[src/rtl/rec_fn_pkg.sv]
// rtl/rec_fn_pkg.sv - shared constants for the recoded-float to integer converter
package rec_fn_pkg;

  // Rounding modes; 5 and 7 are reserved and fall through to truncation.
  localparam logic [2:0] RM_RNE = 3'd0;
  localparam logic [2:0] RM_RTZ = 3'd1;
  localparam logic [2:0] RM_RDN = 3'd2;
  localparam logic [2:0] RM_RUP = 3'd3;
  localparam logic [2:0] RM_RMM = 3'd4;
  localparam logic [2:0] RM_ROD = 3'd6;

  // Bit positions inside the 3-bit integer exception flag vector.
  localparam int FLAG_NV = 2;
  localparam int FLAG_OF = 1;
  localparam int FLAG_NX = 0;

  // Top three bits of the recoded exponent that mark the special classes.
  localparam logic [2:0] CLS_ZERO = 3'b000;
  localparam logic [2:0] CLS_INF  = 3'b110;
  localparam logic [2:0] CLS_NAN  = 3'b111;

endpackage

[src/rtl/rec_fn_to_in_round.sv]
// rtl/rec_fn_to_in_round.sv - round, negate, overflow detect and saturate an aligned magnitude
module rec_fn_to_in_round
  import rec_fn_pkg::*;
#(
  parameter int INT_WIDTH = 64
) (
  input  logic                 sign,
  input  logic                 is_nan,
  input  logic                 is_inf,
  input  logic                 too_big,
  input  logic [INT_WIDTH-1:0] int_part,
  input  logic                 rnd,
  input  logic                 stk,
  input  logic [2:0]           rm,
  input  logic                 signed_out,
  output logic [INT_WIDTH-1:0] result,
  output logic [2:0]           flags
);

  logic                 inexact;
  logic                 incr;
  logic [INT_WIDTH:0]   mag;
  logic [INT_WIDTH-1:0] mag_lo;
  logic                 ovf;
  logic                 invalid;
  logic                 exc_sign;
  logic [INT_WIDTH-1:0] sat;

  // Round the magnitude, then decide whether the signed result fits the target range.
  always_comb begin
    inexact = rnd | stk;
    case (rm)
      RM_RNE:  incr = rnd & (stk | int_part[0]);
      RM_RMM:  incr = rnd;
      RM_RDN:  incr = sign & inexact;
      RM_RUP:  incr = !sign & inexact;
      default: incr = 1'b0;
    endcase
    mag = {1'b0, int_part} + {{INT_WIDTH{1'b0}}, incr};
    // Round-to-odd jams any lost fraction into the LSB.
    if (rm == RM_ROD) mag[0] = mag[0] | inexact;
    mag_lo = mag[INT_WIDTH-1:0];

    if (signed_out)
      ovf = sign ? (mag[INT_WIDTH] | (mag[INT_WIDTH-1] & (|mag[INT_WIDTH-2:0])))
                 : (mag[INT_WIDTH] | mag[INT_WIDTH-1]);
    else
      ovf = sign ? (|mag) : mag[INT_WIDTH];
    ovf = ovf | too_big;

    invalid  = is_nan | is_inf;
    exc_sign = sign & !is_nan;
    if (signed_out)
      sat = exc_sign ? {1'b1, {(INT_WIDTH-1){1'b0}}} : {1'b0, {(INT_WIDTH-1){1'b1}}};
    else
      sat = exc_sign ? '0 : '1;

    result = (invalid | ovf) ? sat : (sign ? -mag_lo : mag_lo);

    flags          = '0;
    flags[FLAG_NV] = invalid;
    flags[FLAG_OF] = !invalid & ovf;
    flags[FLAG_NX] = !invalid & !ovf & inexact;
  end

endmodule

[src/rtl/rec_fn_to_in_pipe.sv]
// rtl/rec_fn_to_in_pipe.sv - pipelined recoded-float to integer converter with handshake and sticky flags
module rec_fn_to_in_pipe
  import rec_fn_pkg::*;
#(
  parameter int EXP_WIDTH = 11,
  parameter int SIG_WIDTH = 53,
  parameter int INT_WIDTH = 64,
  parameter int STAGES    = 2,
  parameter int TAG_WIDTH = 4
) (
  input  logic                           clock,
  input  logic                           reset,
  input  logic                           io_in_valid,
  output logic                           io_in_ready,
  input  logic [EXP_WIDTH+SIG_WIDTH:0]   io_in_bits_in,
  input  logic [2:0]                     io_in_bits_roundingMode,
  input  logic                           io_in_bits_signedOut,
  input  logic [TAG_WIDTH-1:0]           io_in_bits_tag,
  output logic                           io_out_valid,
  input  logic                           io_out_ready,
  output logic [INT_WIDTH-1:0]           io_out_bits_out,
  output logic [2:0]                     io_out_bits_intExceptionFlags,
  output logic [TAG_WIDTH-1:0]           io_out_bits_tag,
  input  logic                           io_flagsClear,
  output logic [2:0]                     io_flagsSticky
);

  localparam int SHW = $clog2(INT_WIDTH);

  logic                       a_sign;
  logic [EXP_WIDTH:0]         a_exp;
  logic [SIG_WIDTH-2:0]       a_fract;
  logic [2:0]                 cls;
  logic                       a_zero, a_inf, a_nan, a_big;
  logic                       ge_one, half_up;
  logic [EXP_WIDTH-1:0]       pos_exp;
  logic [SHW-1:0]             sh;
  logic [SIG_WIDTH+INT_WIDTH-2:0] shifted;
  logic [INT_WIDTH-1:0]       a_int;
  logic                       a_rnd, a_stk;

  assign {a_sign, a_exp, a_fract} = io_in_bits_in;

  // Classify the operand and align its significand so the binary point sits at bit SIG_WIDTH-1.
  always_comb begin
    cls     = a_exp[EXP_WIDTH -: 3];
    a_zero  = (cls == CLS_ZERO);
    a_inf   = (cls == CLS_INF);
    a_nan   = (cls == CLS_NAN);
    ge_one  = a_exp[EXP_WIDTH];
    pos_exp = a_exp[EXP_WIDTH-1:0];
    a_big   = ge_one && (32'(pos_exp) >= INT_WIDTH);
    // 0.5 <= |x| < 1: the round bit is the hidden one itself.
    half_up = !ge_one && (&pos_exp);
    sh      = a_big ? SHW'(INT_WIDTH-1) : pos_exp[SHW-1:0];
    shifted = {{(INT_WIDTH-1){1'b0}}, 1'b1, a_fract} << sh;
    if (ge_one) begin
      a_int = shifted[SIG_WIDTH-1 +: INT_WIDTH];
      a_rnd = shifted[SIG_WIDTH-2];
      a_stk = |shifted[SIG_WIDTH-3:0];
    end else begin
      a_int = '0;
      a_rnd = half_up;
      a_stk = !a_zero && (half_up ? (|a_fract) : 1'b1);
    end
  end

  logic                 v1;
  logic                 adv1;
  logic                 in_ready;
  logic                 r_valid;
  logic                 r_sign, r_nan, r_inf, r_big, r_rnd, r_stk, r_signed;
  logic [INT_WIDTH-1:0] r_int;
  logic [2:0]           r_rm;
  logic [TAG_WIDTH-1:0] r_tag;

  assign adv1        = !v1 | io_out_ready;
  assign io_in_ready = in_ready;

  if (STAGES == 1) begin : g_one
    assign in_ready = adv1;
    assign r_valid  = io_in_valid;
    assign r_sign   = a_sign;
    assign r_nan    = a_nan;
    assign r_inf    = a_inf;
    assign r_big    = a_big;
    assign r_int    = a_int;
    assign r_rnd    = a_rnd;
    assign r_stk    = a_stk;
    assign r_rm     = io_in_bits_roundingMode;
    assign r_signed = io_in_bits_signedOut;
    assign r_tag    = io_in_bits_tag;
  end else begin : g_two
    logic                 v0;
    logic                 s_sign, s_nan, s_inf, s_big, s_rnd, s_stk, s_signed;
    logic [INT_WIDTH-1:0] s_int;
    logic [2:0]           s_rm;
    logic [TAG_WIDTH-1:0] s_tag;

    assign in_ready = !v0 | adv1;

    // Decode/shift register: refills whenever it is empty or its contents move on.
    always_ff @(posedge clock) begin
      if (reset)         v0 <= 1'b0;
      else if (in_ready) v0 <= io_in_valid;
      if (in_ready && io_in_valid) begin
        s_sign   <= a_sign;
        s_nan    <= a_nan;
        s_inf    <= a_inf;
        s_big    <= a_big;
        s_int    <= a_int;
        s_rnd    <= a_rnd;
        s_stk    <= a_stk;
        s_rm     <= io_in_bits_roundingMode;
        s_signed <= io_in_bits_signedOut;
        s_tag    <= io_in_bits_tag;
      end
    end

    assign r_valid  = v0;
    assign r_sign   = s_sign;
    assign r_nan    = s_nan;
    assign r_inf    = s_inf;
    assign r_big    = s_big;
    assign r_int    = s_int;
    assign r_rnd    = s_rnd;
    assign r_stk    = s_stk;
    assign r_rm     = s_rm;
    assign r_signed = s_signed;
    assign r_tag    = s_tag;
  end

  logic [INT_WIDTH-1:0] rnd_result;
  logic [2:0]           rnd_flags;

  rec_fn_to_in_round #(.INT_WIDTH(INT_WIDTH)) u_round (
    .sign       (r_sign),
    .is_nan     (r_nan),
    .is_inf     (r_inf),
    .too_big    (r_big),
    .int_part   (r_int),
    .rnd        (r_rnd),
    .stk        (r_stk),
    .rm         (r_rm),
    .signed_out (r_signed),
    .result     (rnd_result),
    .flags      (rnd_flags)
  );

  logic hs;
  assign hs = v1 & io_out_ready;

  // Output register: holds its contents while the consumer stalls.
  always_ff @(posedge clock) begin
    if (reset)     v1 <= 1'b0;
    else if (adv1) v1 <= r_valid;
    if (adv1 && r_valid) begin
      io_out_bits_out               <= rnd_result;
      io_out_bits_intExceptionFlags <= rnd_flags;
      io_out_bits_tag               <= r_tag;
    end
  end

  assign io_out_valid = v1;

  // Sticky flags: accumulate on hand-off; a clear in the same cycle keeps only that op's flags.
  always_ff @(posedge clock) begin
    if (reset)              io_flagsSticky <= '0;
    else if (io_flagsClear) io_flagsSticky <= hs ? io_out_bits_intExceptionFlags : 3'b000;
    else if (hs)            io_flagsSticky <= io_flagsSticky | io_out_bits_intExceptionFlags;
  end

endmodule

[config.mk]
export PLATFORM = sky130hd
export DESIGN_NAME = rec_fn_to_in_pipe
export DESIGN_NICKNAME = d
export VERILOG_FILES = /design/src/rtl/rec_fn_pkg.sv /design/src/rtl/rec_fn_to_in_round.sv /design/src/rtl/rec_fn_to_in_pipe.sv
export SDC_FILE = /design/constraint.sdc
export NUM_CORES = 1
export LEC_CHECK = 0
export CORE_MARGIN = 1
export CORE_UTILIZATION = 50
export DETAILED_ROUTE_END_ITERATION = 6
export PLACE_DENSITY = 0.76
export SYNTH_ARGS = -nofsm -noshare
export SYNTH_HDL_FRONTEND = slang
export SYNTH_SLANG_ARGS = --single-unit
[constraint.sdc]
create_clock -name clock -period 9.07 [get_ports clock]
set_input_delay 2.2675 -clock clock [delete_from_list [all_inputs] [get_ports clock]]
set_output_delay 2.2675 -clock clock [all_outputs]
set_load 0.02 [all_outputs]
==> reports/results.tsv <==
metric	value	unit
async_flop_share	0	%
core-area	29000	sq um
final_hold_viol_count	0	
r2r_slack	2.02	ns
cts_buffers	17	
final_max_slew_viol_count	0	
endpoint_kind	flop	
ys.flop_type	edfxtp_1	
drc	0	
tns	0	ns
cts_max_level	4	
path_cells	buf_4, inv_1, and3_1, a21oi_1, o32a_1, nor2_1, ha_1, nand2_1, nor2_1, nand4_1, o311ai_1, nand3b_1, nor3_1, or4b_1, o31ai_4, nand2_1, a2bb2oi_1	
hold_slack	0.427	ns
crit_end	io_out_bits_out[10]	
cts-resized-gates	0	
cts_tree	yes	
r2r-end	io_out_bits_out[10]	
max_slew_margin	2.38	%
fin_crit_sh	77.7	%
startpoint	g_two.s_sign	
die_h	174	um
ys_ff_latch	154	
drive_above_1_share	7.68	%
cp.required	9.21	ns
hpwl	46400	um
reg2regPathDepth	17	
ir_drop	0.140	mV
crit_cells	17	
synth_area_leaders	edfxtp_1 (30%), mux2i_1 (4.8%), nand2_1 (4.6%), nor2_1 (4.4%), o21ai_0 (4.2%)	
p_per_area	137	nW/um^2
gp_congestion	1.04	
start_util	51.2	%
critPathBufInv	2	
post_cts_buffers	0	
startpoint_type	flop	
syn_avg_cell_area	8.04	sq um
synth_edf_count	149	
min_period	7.05	ns
netlist-cell-type-count	91	
synth.top_cell.area_share	30.1	%
seqCellArea	4570	sq um
clk-insertion-delay-late	0.45	ns
seq_area_frac_synth	30.8	%
clock_sinks	154	
final_cell_mix	nand2_1 (184), nor2_1 (173), clkdlybuf4s50_1 (151), edfxtp_1 (149), o21ai_0 (124)	
crit_arrival	7.19	ns
route.vias.total	16300	
syn_nets	1930	
clkTransAtPathRegs	0.08	ns
cpPeakStageDelay	0.87	ns
syn_to_final_growth	15.6	%
max_freq	0.142	GHz
cts-root-buf	clkbuf_16	
ios	154	
critPathTopFamily	simple AND/OR/NAND/NOR gates	
grt_max_degree	88	
drt-total-wl	61000	um
antenna_found_initial	1	
criticalPathCategory	flop to flop	
gr-usage-all-layers	39.8	%
grt_overflow_total	0	
yosysTopAreaCell	edfxtp_1	
cts-hold-fix-buffers	0	
setup_viol	0	
worstMarginPinSlew	1.45	ns
outcome	complete, but fails checks	
critPathSlowestCell	nor2_1	
antenna_cells	0	
r2r_start	g_two.s_sign	
ys_warn_count	0	
multi_input_area	9650	sq um
grt_pass1_wl	92300	um
portBuffers	153	
fp.dieW	174	um
die_area	30400	sq um
finalClockSkew	0.0113	ns
fin_nets	1982	
clk_path_buf_depth	2	
wl_per_cell	26.5	um
drtIter0Drc	2842	
final_common_cell	nand2_1	
via_per_inst	7.09	
first_global_vias	14800	
num_rows	62	
p_leak	5.75	nW
worstPathMaxFanout	63	
hold_class	flop to flop	
cap_violations	1	
violations	max-capacitance violations	
mappedNetlistArea	14900	sq um
synthCells	1849	
dr.pass1.iters	6	
rsz0062_at_grt	no	
final_antenna_net_count	0	
fill_cells	2621	
==> metal layers <==
metal	up-vias	part of all wire, %	GRT usage [%]
met3	195	11	7.13
met1	7692	39	52.4
met2	1141	45	62.2
li1	7271	-	-
met4	2	5.4	20.9
met5	-	0.018	0
==> how the worst min path moves through the flow <==
stage                   start                 end  depth (start not counted)
3_3_place_gp   g_two.s_tag[3]  io_out_bits_tag[3]                          0
5_1_grt        g_two.s_tag[3]  io_out_bits_tag[3]                          0
2_1_floorplan  g_two.s_tag[0]  io_out_bits_tag[0]                          0
3_5_place_dp   g_two.s_tag[3]  io_out_bits_tag[3]                          0
6_report       g_two.s_tag[3]  io_out_bits_tag[3]                          0
4_1_cts        g_two.s_tag[3]  io_out_bits_tag[3]                          0
==> power breakdown <==
part / internal (W) / switching, W / leakage, nW
registers: 0.000842 / 0.0000557 / 1.47
clock network: 0.000371 / 0.000347 / 0.285
logic: 0.000256 / 0.000478 / 4.00
total: 0.00147 / 0.000881 / 5.75
==> kinds of logic (layout without fill, tap and decap cells) <==
logic type                 count (synthesis)  in the layout  share of synthesized area (%)
AOI/OAI and AO/OA                        571            571                           25.7
xor gates and xnor gates                  93             93                           5.48
adders and majority gates                  3              3                          0.253
buffers and inverters                    180            245                           4.77
DFF                                      154            154                           30.8
muxes                                     92             92                           6.45
and+or+nand+nor                          756            756                           26.6
==> per-stage QoR <==
step,std cells,power (W),util (%),area (sq um),setup WS [ns]
2_1_floorplan,1849,0.00134,-,14900,3.06
3_3_place_gp,2266,0.00161,57.2,16600,2.17
3_5_place_dp,2266,0.00161,57.2,16600,2.04
4_1_cts,2298,0.00232,59.2,17200,2.11
5_1_grt,2298,0.00242,59.2,17200,1.40
6_report,2298,0.00235,59.2,17200,2.02
==> area by class of cell <==
type | instances | share of cell area, %
Timing Repair Buffer | 187 | 10.4
Sequential cell | 154 | 26.6
Tap cell | 384 | 2.80
Clock inverter | 15 | 1.01
Clock buffer | 17 | 2.48
Multi-Input combinational cell | 1515 | 56.2
Inverter | 26 | 0.568
==> Yosys cell counts, types with 9 or more instances <==
| cell | number |
|---|---|
| mux2i_1 | 71 |
| xnor2_1 | 59 |
| clkbuf_1 | 103 |
| buf_2 | 22 |
| mux2_2 | 20 |
| a31oi_1 | 54 |
| a221oi_1 | 13 |
| a2bb2oi_1 | 10 |
| xor2_1 | 34 |
| a21oi_1 | 102 |
| a21o_1 | 13 |
| nor2_1 | 174 |
| or3_1 | 30 |
| a211oi_1 | 31 |
| and3_1 | 27 |
| or4_1 | 10 |
| a32oi_1 | 21 |
| nor2b_1 | 13 |
| nor3_1 | 44 |
| a311oi_1 | 16 |
| nand2b_1 | 13 |
| o21ai_1 | 12 |
| o21a_1 | 9 |
| and2_1 | 29 |
| a22oi_1 | 32 |
| nand2_1 | 184 |
| o211ai_1 | 21 |
| nor4_1 | 46 |
| inv_1 | 25 |
| and4_1 | 16 |
| or2_2 | 18 |
| edfxtp_1 | 149 |
| buf_1 | 26 |
| nand3_1 | 62 |
| o31ai_1 | 13 |
| nand4_1 | 46 |
| o22ai_1 | 15 |
| o21ai_0 | 125 |
==> state kept, by name (all words and copies together) (netlist names), 3 cells and up <==
name,cells
io_out_bits_intExceptionFlags,3
g_two.s_rm,3
io_out_bits_out,64
g_two.s_tag,4
io_out_bits_tag,4
g_two.s_int,64
io_flagsSticky,3
Power figures use the tool's default switching activity.
